`config.mk`:
```
export PLATFORM = sky130hd
export DESIGN_NAME = pixel_frame_buffer_flat
export DESIGN_NICKNAME = d
export VERILOG_FILES = /design/src/rtl/pixel_frame_buffer_if.sv /design/src/rtl/pixel_frame_buffer.sv /design/src/flat_wrapper.sv
export SDC_FILE = /design/constraint.sdc
export NUM_CORES = 1
export LEC_CHECK = 0
export ABC_AREA = 0
export CAP_MARGIN = 20
export CORE_MARGIN = 8
export CORE_UTILIZATION = 60
export CTS_BUF_LIST = sky130_fd_sc_hd__clkbuf_8
export DETAILED_ROUTE_END_ITERATION = 7
export GPL_TIMING_DRIVEN = 0
export PLACE_DENSITY = 0.92
export SETUP_SLACK_MARGIN = 0.1
export SLEW_MARGIN = 20
export SYNTH_ARGS = -nofsm -noshare
export SYNTH_HDL_FRONTEND = slang
export SYNTH_SLANG_ARGS = --single-unit
```
`constraint.sdc`:
```
create_clock -name clk -period 4.5 [get_ports clk]
set_input_delay 0.675 -clock clk [delete_from_list [all_inputs] [get_ports clk]]
set_output_delay 0.675 -clock clk [all_outputs]
set_load 0.01 [all_outputs]
```
`src/rtl/pixel_frame_buffer_if.sv`:
```
// Bundle of controller, camera and grayscaler signals around the frame store.
// master: the side that requests operations, feeds camera beats and applies pause.
// slave:  the frame store itself.
interface pixel_frame_buffer_if #(
  parameter int DATA_W = 8
);
  logic              enable;
  logic              rw;
  logic              clear;
  logic              planar;
  logic              wr_valid;
  logic [DATA_W-1:0] data_in;
  logic              pause;
  logic [DATA_W-1:0] data_out;
  logic              rd_valid;
  logic              busy;
  logic              done;

  modport master (
    output enable, rw, clear, planar, wr_valid, data_in, pause,
    input  data_out, rd_valid, busy, done
  );

  modport slave (
    input  enable, rw, clear, planar, wr_valid, data_in, pause,
    output data_out, rd_valid, busy, done
  );
endinterface

```
`src/rtl/pixel_frame_buffer.sv`:
```
// Single-frame store between camera capture and grayscaler.
// Writes and clears walk the store in interleaved order; reads stream either
// interleaved (RGBRGB..) or planar (RR..GG..BB..) under pause back-pressure.
// Optional feature: define PFB_FRAME_CNT_EN to add a 16-bit completed-write
// frame counter output (frame_cnt).
module pixel_frame_buffer #(
  parameter int DATA_W   = 8,
  parameter int IMG_H    = 2,
  parameter int IMG_W    = 2,
  parameter int CHANNELS = 3
) (
  input  logic                  clk,
  input  logic                  rst,
  pixel_frame_buffer_if.slave   bus
`ifdef PFB_FRAME_CNT_EN
  ,
  output logic [15:0]           frame_cnt
`endif
);

  localparam int NPIX  = IMG_H * IMG_W;
  localparam int DEPTH = NPIX * CHANNELS;
  localparam int AW    = (DEPTH > 1) ? $clog2(DEPTH) : 1;
  localparam int PW    = (NPIX > 1) ? $clog2(NPIX) : 1;
  localparam int CW    = (CHANNELS > 1) ? $clog2(CHANNELS) : 1;

  typedef enum logic [2:0] {
    S_IDLE,
    S_WRITE,
    S_READ,
    S_WAIT,
    S_CLEAR
  } state_t;

  state_t            state_q, state_d;
  logic [PW-1:0]     pix_q, pix_d;
  logic [CW-1:0]     ch_q, ch_d;
  logic              planar_q, planar_d;
  logic              done_q, done_d;

  logic              mem_we;
  logic [DATA_W-1:0] mem_wdata;
  logic              advance;
  logic              last_word;
  logic [AW-1:0]     addr;

  logic [DATA_W-1:0] mem_q [0:DEPTH-1];

  // Both orders share one address formula; only the counter stepping differs.
  assign addr      = AW'(pix_q) * AW'(CHANNELS) + AW'(ch_q);
  assign last_word = (pix_q == PW'(NPIX - 1)) && (ch_q == CW'(CHANNELS - 1));

  // Next-state, counter stepping and store write strobe.
  always_comb begin
    state_d   = state_q;
    pix_d     = pix_q;
    ch_d      = ch_q;
    planar_d  = planar_q;
    done_d    = 1'b0;
    mem_we    = 1'b0;
    mem_wdata = '0;
    advance   = 1'b0;

    case (state_q)
      S_IDLE: begin
        pix_d = '0;
        ch_d  = '0;
        if (bus.enable) begin
          if (bus.clear) begin
            state_d = S_CLEAR;
          end else if (bus.rw) begin
            state_d = S_WRITE;
          end else begin
            state_d  = S_READ;
            planar_d = bus.planar;
          end
        end
      end
      S_WRITE: begin
        if (bus.wr_valid) begin
          mem_we    = 1'b1;
          mem_wdata = bus.data_in;
          advance   = 1'b1;
        end
      end
      S_READ: begin
        if (bus.pause) begin
          state_d = S_WAIT;
        end else begin
          advance = 1'b1;
        end
      end
      S_WAIT: begin
        if (!bus.pause) begin
          state_d = S_READ;
        end
      end
      S_CLEAR: begin
        mem_we  = 1'b1;
        advance = 1'b1;
      end
      default: begin
        state_d = S_IDLE;
      end
    endcase

    if (advance) begin
      if (last_word) begin
        pix_d   = '0;
        ch_d    = '0;
        state_d = S_IDLE;
        done_d  = 1'b1;
      end else if (state_q == S_READ && planar_q) begin
        // Planar: pixel index is the inner loop, channel the outer.
        if (pix_q == PW'(NPIX - 1)) begin
          pix_d = '0;
          ch_d  = ch_q + CW'(1);
        end else begin
          pix_d = pix_q + PW'(1);
        end
      end else begin
        // Interleaved: channel index is the inner loop.
        if (ch_q == CW'(CHANNELS - 1)) begin
          ch_d  = '0;
          pix_d = pix_q + PW'(1);
        end else begin
          ch_d = ch_q + CW'(1);
        end
      end
    end
  end

  // State, counters, latched read order and the registered done pulse.
  always_ff @(posedge clk or posedge rst) begin
    if (rst) begin
      state_q  <= S_IDLE;
      pix_q    <= '0;
      ch_q     <= '0;
      planar_q <= 1'b0;
      done_q   <= 1'b0;
    end else begin
      state_q  <= state_d;
      pix_q    <= pix_d;
      ch_q     <= ch_d;
      planar_q <= planar_d;
      done_q   <= done_d;
    end
  end

  // Frame storage; contents deliberately survive reset.
  always_ff @(posedge clk) begin
    if (mem_we) begin
      mem_q[addr] <= mem_wdata;
    end
  end

  assign bus.busy     = (state_q != S_IDLE);
  assign bus.rd_valid = (state_q == S_READ);
  assign bus.data_out = (state_q == S_READ) ? mem_q[addr] : '0;
  assign bus.done     = done_q;

`ifdef PFB_FRAME_CNT_EN
  logic [15:0] frame_cnt_q;
  logic        frame_inc;

  assign frame_inc = advance && last_word && (state_q == S_WRITE);

  // Count completed write frames; wraps naturally at 16 bits.
  always_ff @(posedge clk or posedge rst) begin
    if (rst) begin
      frame_cnt_q <= '0;
    end else if (frame_inc) begin
      frame_cnt_q <= frame_cnt_q + 16'd1;
    end
  end

  assign frame_cnt = frame_cnt_q;
`endif

endmodule

```
`src/flat_wrapper.sv`:
```
// flat-port wrapper written by rule: the top's interface ports become plain ports
module pixel_frame_buffer_flat 
#(
  parameter int DATA_W   = 8,
  parameter int IMG_H    = 2,
  parameter int IMG_W    = 2,
  parameter int CHANNELS = 3
)
  (clk, rst, bus_enable, bus_rw, bus_clear, bus_planar, bus_wr_valid, bus_data_in, bus_pause, bus_data_out, bus_rd_valid, bus_busy, bus_done);
  pixel_frame_buffer_if #(.DATA_W(DATA_W)) bus_i ();
  input  logic clk;
  input  logic rst;
  input wire logic [$bits(bus_i.enable)-1:0] bus_enable;
  input wire logic [$bits(bus_i.rw)-1:0] bus_rw;
  input wire logic [$bits(bus_i.clear)-1:0] bus_clear;
  input wire logic [$bits(bus_i.planar)-1:0] bus_planar;
  input wire logic [$bits(bus_i.wr_valid)-1:0] bus_wr_valid;
  input wire logic [$bits(bus_i.data_in)-1:0] bus_data_in;
  input wire logic [$bits(bus_i.pause)-1:0] bus_pause;
  output wire logic [$bits(bus_i.data_out)-1:0] bus_data_out;
  output wire logic [$bits(bus_i.rd_valid)-1:0] bus_rd_valid;
  output wire logic [$bits(bus_i.busy)-1:0] bus_busy;
  output wire logic [$bits(bus_i.done)-1:0] bus_done;
  assign bus_i.enable = bus_enable;
  assign bus_i.rw = bus_rw;
  assign bus_i.clear = bus_clear;
  assign bus_i.planar = bus_planar;
  assign bus_i.wr_valid = bus_wr_valid;
  assign bus_i.data_in = bus_data_in;
  assign bus_i.pause = bus_pause;
  assign bus_data_out = bus_i.data_out;
  assign bus_rd_valid = bus_i.rd_valid;
  assign bus_busy = bus_i.busy;
  assign bus_done = bus_i.done;
  pixel_frame_buffer #(.DATA_W(DATA_W), .IMG_H(IMG_H), .IMG_W(IMG_W), .CHANNELS(CHANNELS)) u_core (.clk(clk), .rst(rst), .bus(bus_i));
endmodule
```
==> impl_metrics.env, run 1 <==
export IMPL_status="finished clean"
export IMPL_antenna_found_initial=0
export IMPL_leakagePower_uw=0.00186
export IMPL_areaGrowthSynthToFinish_pct=12.7
export IMPL_cts_setup_buffers=0
export IMPL_tightest_slew_ns=0.810
export IMPL_ir_drop_uv=373
export IMPL_async_flop_share=0.0857
export IMPL_synth_area_top_cells="edfxtp_1, mux2i_1, dfrtp_1"
export IMPL_pwr_density_cell_mw_per_mm2=689
export IMPL_drc=0
export IMPL_cp_depth=11
export IMPL_dpl_cell_count=419
export IMPL_drt_iter0_drc=256
export IMPL_rsz0062_at_grt="false"
export IMPL_min_period_ns=4.18
export IMPL_final_nets=352
export IMPL_grt_max_degree=20
export IMPL_gp_congestion=0.814
export IMPL_drive_gt1_frac=0.132
export IMPL_critical_path_max_stage_delay_ns=0.56
export IMPL_fin_setup_tns_ns=0
export IMPL_endpoint_kind="primary output"
export IMPL_layout_common_cells="edfxtp_1, mux2i_1, nor2_1, clkdlybuf4s50_1, o22ai_1"
export IMPL_ys_flop_type="edfxtp_1"
export IMPL_r2r_setup_slack_ns=0.91
export IMPL_vias_per_cell=6.13
export IMPL_syn_inst=291
export IMPL_ios=27
export IMPL_fin_cells=435
export IMPL_clock_latency_ns=0.37
export IMPL_overflow=0
export IMPL_relSlewSlack=0.458
export IMPL_worstPathArrival_ns=3.50
export IMPL_rr_endpoint="u_core.mem_q[5][4]$_DFFE_PP_"
export IMPL_synth_area_mm2=0.00459
export IMPL_fin_util=0.684
export IMPL_initial_utilization=0.606
export IMPL_clk_root_buffer_cell="clkbuf_8"
export IMPL_fin_crit_sh=0.928
export IMPL_core_region_area_mm2=0.00757
export IMPL_crit_top_cell="fa_1"
export IMPL_hold_viol_final=0
export IMPL_yosys_area_top_type="edfxtp_1"
export IMPL_final_common_cell="edfxtp_1"
export IMPL_avgSynthCellArea_um2=15.8
export IMPL_fp_dieH_um=103
export IMPL_hpwl_um=6050
export IMPL_wl_per_cell_um=21.3
export IMPL_io_buffers=26
export IMPL_r2r_cells=8
export IMPL_synth_warnings=0
export IMPL_worstSetupStartpointType="register"
export IMPL_crit_fanout=10
export IMPL_synth_nets=315
export IMPL_cts_sinks=105
export IMPL_final_setup_viol_count=0
export IMPL_cts_tree="built"
export IMPL_clockBufferDepth=2
export IMPL_r2r_start="u_core.ch_q[1]$_DFF_PP0_"
export IMPL_grt_use_total=0.189
export IMPL_crit_chain="fa_1, ha_1, inv_1, fa_1, buf_4, buf_6, mux2i_1, o22ai_1, nor2_1, a211oi_1, dlygate4sd2_1"
export IMPL_path_class="reg2out"
export IMPL_synth_edf_count=96
export IMPL_cp_required_ns=3.83
export IMPL_max_cap_viol_count=0
export IMPL_cts_buffers=9
export IMPL_htree_levels=3
export IMPL_drt_total_wl_um=9260
export IMPL_n_antenna_cell=0
export IMPL_cp_num_buf_inv=4
export IMPL_fill_cells=467
export IMPL_cpLargestDelayFamily="adder cells"
export IMPL_ys_types=42
export IMPL_die_area_mm2=0.0107
export IMPL_finClkSkew_ns=0.0113
export IMPL_vias=2666
export IMPL_drv_slew=0
export IMPL_die_w_um=103
export IMPL_fmax_mhz=239
export IMPL_rows=32
export IMPL_synth_top_area_frac=0.628
export IMPL_drt_first_pass_iters=5
export IMPL_hold_path_class="in2async"
export IMPL_grt_pass1_vias=2703
export IMPL_seq_area_frac_synth=0.677
export IMPL_postRouteAntennaNets=0
export IMPL_critPathSlowestCell="fa_1"
export IMPL_grt_pass1_wl_um=14500
export IMPL_clk_pin_slew_ns=0.10
export IMPL_ys_seq_elements=105
[what timing repair did]
action                                 in CTS  in global routing
hold buffers                                0                  0
setup endpoints to repair                   8                  1
resized for setup                          11                  1
endpoints found under the hold margin       0                  0
[worst reg2reg max path: cells and delay by family (launching register included)]
family	cells	cell delay (ns)
buf+inv	3	0.93
fa+ha+maj	3	0.87
flops	1	0.45
simple gates	2	0.98
[report_power, final]
part           internal (µW)  total [µW]  leakage, µW  switching, µW
sequential              1220        1270      0.00100           56.2
clock                    212         547    0.0000955            335
combinational            740        1740     0.000760           1000
[sequential cells by signal, summed over array words and instances, names as in the netlist]
| register | cells |
|---|---|
| u_core.ch_q | 2 |
| u_core.planar_q | 1 |
| u_core.state_q | 3 |
| u_core.mem_q | 96 |
| u_core.bus.done | 1 |
| u_core.pix_q | 2 |
[final cells by class]
cell class	count	area (µm²)	share of cell area
Clock buffer	9	124	0.0239
Clock inverter	7	60.1	0.0116
Timing Repair Buffer	26	254	0.0491
Buffer	16	103	0.0198
Multi-Input combinational cell	161	1360	0.263
Sequential cell	105	3110	0.601
Inverter	9	33.8	0.00653
Tap cell	102	128	0.0247
[cell families (layout without fill, tap and decap cells)]
kind of cell | count (synthesis) | in the layout | share of synthesized area
AOI/OAI and AO/OA | 36 | 36 | 0.0573
DFF | 105 | 105 | 0.677
buffers and inverters | 25 | 67 | 0.0273
and+or+nand+nor | 73 | 73 | 0.0954
xor gates and xnor gates | 1 | 1 | 0.00191
muxes | 43 | 43 | 0.116
adders and majority gates | 8 | 8 | 0.0251
[per-layer routing]
metal  vias to the layer above  routed length [µm]  track usage
li1                       1189                   -            -
met1                      1311                3730        0.238
met3                        20                 657       0.0502
met2                       146                4640        0.305
met4                         0                 238       0.0801
met5                         -                   0            0
[synthesized netlist by cell type, drive strengths merged, types with 2 or more instances]
library cell  count
ha                6
nand2b            4
edfxtp           96
nor3              3
nor4b             3
dfrtp             9
mux2i            34
fa                2
a31o              2
and2              8
or2               2
a211oi            8
and4bb            2
clkbuf            5
buf              11
nand3             3
o21ai             3
or3               2
nand3b            6
inv               9
nand2             5
a21oi             3
o22ai            16
nor2             32
mux4              8
[worst max path at each step]
stage | start | end | slack [ns]
6_report | u_core.ch_q[1]$_DFF_PP0_ | bus_data_out[2] | 0.32
5_1_grt | u_core.ch_q[1]$_DFF_PP0_ | bus_data_out[6] | 0.17
3_3_place_gp | u_core.ch_q[1]$_DFF_PP0_ | bus_data_out[6] | 0.45
2_1_floorplan | u_core.ch_q[1]$_DFF_PP0_ | bus_data_out[3] | 1.22
3_5_place_dp | u_core.ch_q[1]$_DFF_PP0_ | bus_data_out[2] | 0.42
4_1_cts | u_core.ch_q[1]$_DFF_PP0_ | bus_data_out[4] | 0.08
[through the flow]
stage	power, µW	worst slack (ns)	area, µm²	hold slack [ns]
4_1_cts	3570	0.0770	5170	0.552
3_5_place_dp	3000	0.419	4980	0.513
6_report	3570	0.324	5170	0.547
3_3_place_gp	2940	0.454	4980	0.499
5_1_grt	3760	0.173	5170	0.572
2_1_floorplan	2530	1.22	4590	0.463
Power figures use the tool's default switching activity.
==> run 2: changes to the inputs <==
--- a/config.mk
+++ b/config.mk
@@ -14,6 +14,7 @@
 export GPL_TIMING_DRIVEN = 0
 export PLACE_DENSITY = 0.92
 export SETUP_SLACK_MARGIN = 0.1
+export SKIP_LAST_GASP = 1
 export SLEW_MARGIN = 20
 export SYNTH_ARGS = -nofsm -noshare
 export SYNTH_HDL_FRONTEND = slang
==> constraint.sdc (replaced) <==
create_clock -name clk -period 5.1 [get_ports clk]
set_input_delay 0.765 -clock clk [delete_from_list [all_inputs] [get_ports clk]]
set_output_delay 0.765 -clock clk [all_outputs]
set_load 0.01 [all_outputs]
==> impl_metrics.env, run 2 (same netlist as run 1, synthesis figures left out) <==
export IMPL_status="finished clean"
export IMPL_path_class="reg2out"
export IMPL_regMostFlops="u_core.mem_q"
export IMPL_grt_max_degree=20
export IMPL_gp_congestion=0.814
export IMPL_worstHoldStart="u_core.planar_q$_DFFE_PP0P_"
export IMPL_hold_path_class="reg2reg"
export IMPL_drive_gt1_frac=0.129
export IMPL_tightest_slew_ns=0.796
export IMPL_pwr_density_cell_mw_per_mm2=608
export IMPL_vias_per_cell=6.17
export IMPL_crit_chain="fa_1, ha_1, inv_1, fa_1, buf_4, buf_4, mux2i_1, o22ai_1, nor2_1, a211oi_1, clkdlybuf4s50_1"
export IMPL_critical_path_max_stage_delay_ns=0.60
export IMPL_relSlewSlack=0.468
export IMPL_core_region_area_mm2=0.00757
export IMPL_crit_start="u_core.ch_q[1]$_DFF_PP0_"
export IMPL_worstPathArrival_ns=3.84
export IMPL_cts_hold_buf=0
export IMPL_cts_tree="built"
export IMPL_htree_levels=3
export IMPL_drt_iter0_drc=234
export IMPL_rsz0062_at_grt="false"
export IMPL_die_area_mm2=0.0107
export IMPL_max_cap_viol_count=0
export IMPL_hold_viol_final=0
export IMPL_overflow=0
export IMPL_fmax_mhz=217
export IMPL_critPathSlowestCell="clkdlybuf4s50_1"
export IMPL_cts_setup_buffers=0
export IMPL_vias=2682
export IMPL_cts_sinks=105
export IMPL_final_common_cell="edfxtp_1"
export IMPL_largest_reg_flops=96
export IMPL_crit_fanout=10
export IMPL_die_w_um=103
export IMPL_final_nets=352
export IMPL_io_buffers=26
export IMPL_antenna_found_initial=0
export IMPL_cts_buffers=9
export IMPL_clk_pin_slew_ns=0.10
export IMPL_n_antenna_cell=0
export IMPL_post_cts_resize_count=0
export IMPL_reg_largest_list="u_core.mem_q x96, u_core.state_q x3"
export IMPL_wl_per_cell_um=21.4
export IMPL_clockBufferDepth=2
export IMPL_drt_first_pass_iters=5
export IMPL_cp_num_buf_inv=4
export IMPL_drv_slew=0
export IMPL_clock_latency_ns=0.37
export IMPL_cpLargestDelayFamily="adder cells"
export IMPL_grt_use_total=0.189
export IMPL_endpoint_kind="primary output"
export IMPL_cp_required_ns=4.34
export IMPL_hpwl_um=6050
export IMPL_r2r_start="u_core.pix_q[0]$_DFF_PP0_"
export IMPL_fin_setup_tns_ns=0
export IMPL_fin_crit_sh=0.903
export IMPL_worstSetupStartpointType="register"
export IMPL_grt_pass1_vias=2712
export IMPL_fp_dieH_um=103
export IMPL_leakagePower_uw=0.00180
export IMPL_drt_total_wl_um=9330
export IMPL_drc=0
export IMPL_layout_common_cells="edfxtp_1, mux2i_1, nor2_1, clkdlybuf4s50_1, o22ai_1"
export IMPL_initial_utilization=0.606
export IMPL_grt_pass1_wl_um=14400
export IMPL_ir_drop_uv=329
export IMPL_areaGrowthSynthToFinish_pct=12.5
export IMPL_rows=32
export IMPL_min_period_ns=4.60
export IMPL_final_area_mm2=0.00516
export IMPL_finClkSkew_ns=0.0111
export IMPL_clk_root_buffer_cell="clkbuf_8"
export IMPL_dpl_instance_area_mm2=0.00498
export IMPL_ios=27
export IMPL_postRouteAntennaNets=0
export IMPL_final_setup_viol_count=0
run 2: cell types whose count changed in the layout (fill, tap and decap cells not counted), moves of 3 or more:
cell and change:
buf_4 +3, buf_6 -3, clkdlybuf4s50_1 +8, dlygate4sd2_1 -7
run 2: area by class of cell:
| class | count | area [µm²] |
|---|---|---|
| repair buffers | 26 | 260 |
| inverters | 9 | 33.8 |
| flip-flops and latches | 105 | 3110 |
| clock inverters | 7 | 60.1 |
| multi-input cells | 161 | 1360 |
| clock buffers | 9 | 124 |
| plain buffers | 16 | 91.3 |
| well taps | 102 | 128 |
| fillers | 464 | 2410 |
run 2: per-layer routing:
layer  up-vias  routed length [µm]  GRT usage
li1       1196                   -          -
met1      1333                3670      0.236
met2       129                4630      0.306
met3        24                 747     0.0502
met4         0                 280     0.0801
met5         -                   0          0
run 2: per-stage QoR:
| stage | utilization | hold slack (ns) | std cells | worst slack (ns) | total power (µW) |
|---|---|---|---|---|---|
| final | 0.682 | 0.555 | 435 | 0.497 | 3140 |
| after global routing | 0.682 | 0.572 | 435 | 0.332 | 3300 |
| after detailed placement | 0.658 | 0.513 | 419 | 0.929 | 2650 |
| after CTS | 0.682 | 0.558 | 435 | 0.497 | 3130 |
| after global placement | 0.658 | 0.499 | 419 | 0.964 | 2590 |
| after floorplan | - | 0.463 | 291 | 1.73 | 2230 |
run 2: where the power goes:
group          internal (µW)  switching (µW)  total (µW)  leakage (µW)
registers               1070            50.0        1120       0.00100
logic                    650             880        1530      0.000705
clock network            187             298         485     0.0000955
total                   1910            1230        3140       0.00180
run 2: final timing paths:
check	end	slack (ns)	cells after the start
min in group asynchronous	u_core.pix_q[0]$_DFF_PP0_	0.64	2
min	u_core.planar_q$_DFFE_PP0P_	0.56	1
max in group asynchronous	u_core.ch_q[1]$_DFF_PP0_	4.21	2
max reg2reg	u_core.mem_q[5][4]$_DFFE_PP_	1.49	8
max	bus_data_out[2]	0.50	11
min reg2reg	u_core.planar_q$_DFFE_PP0P_	0.56	1
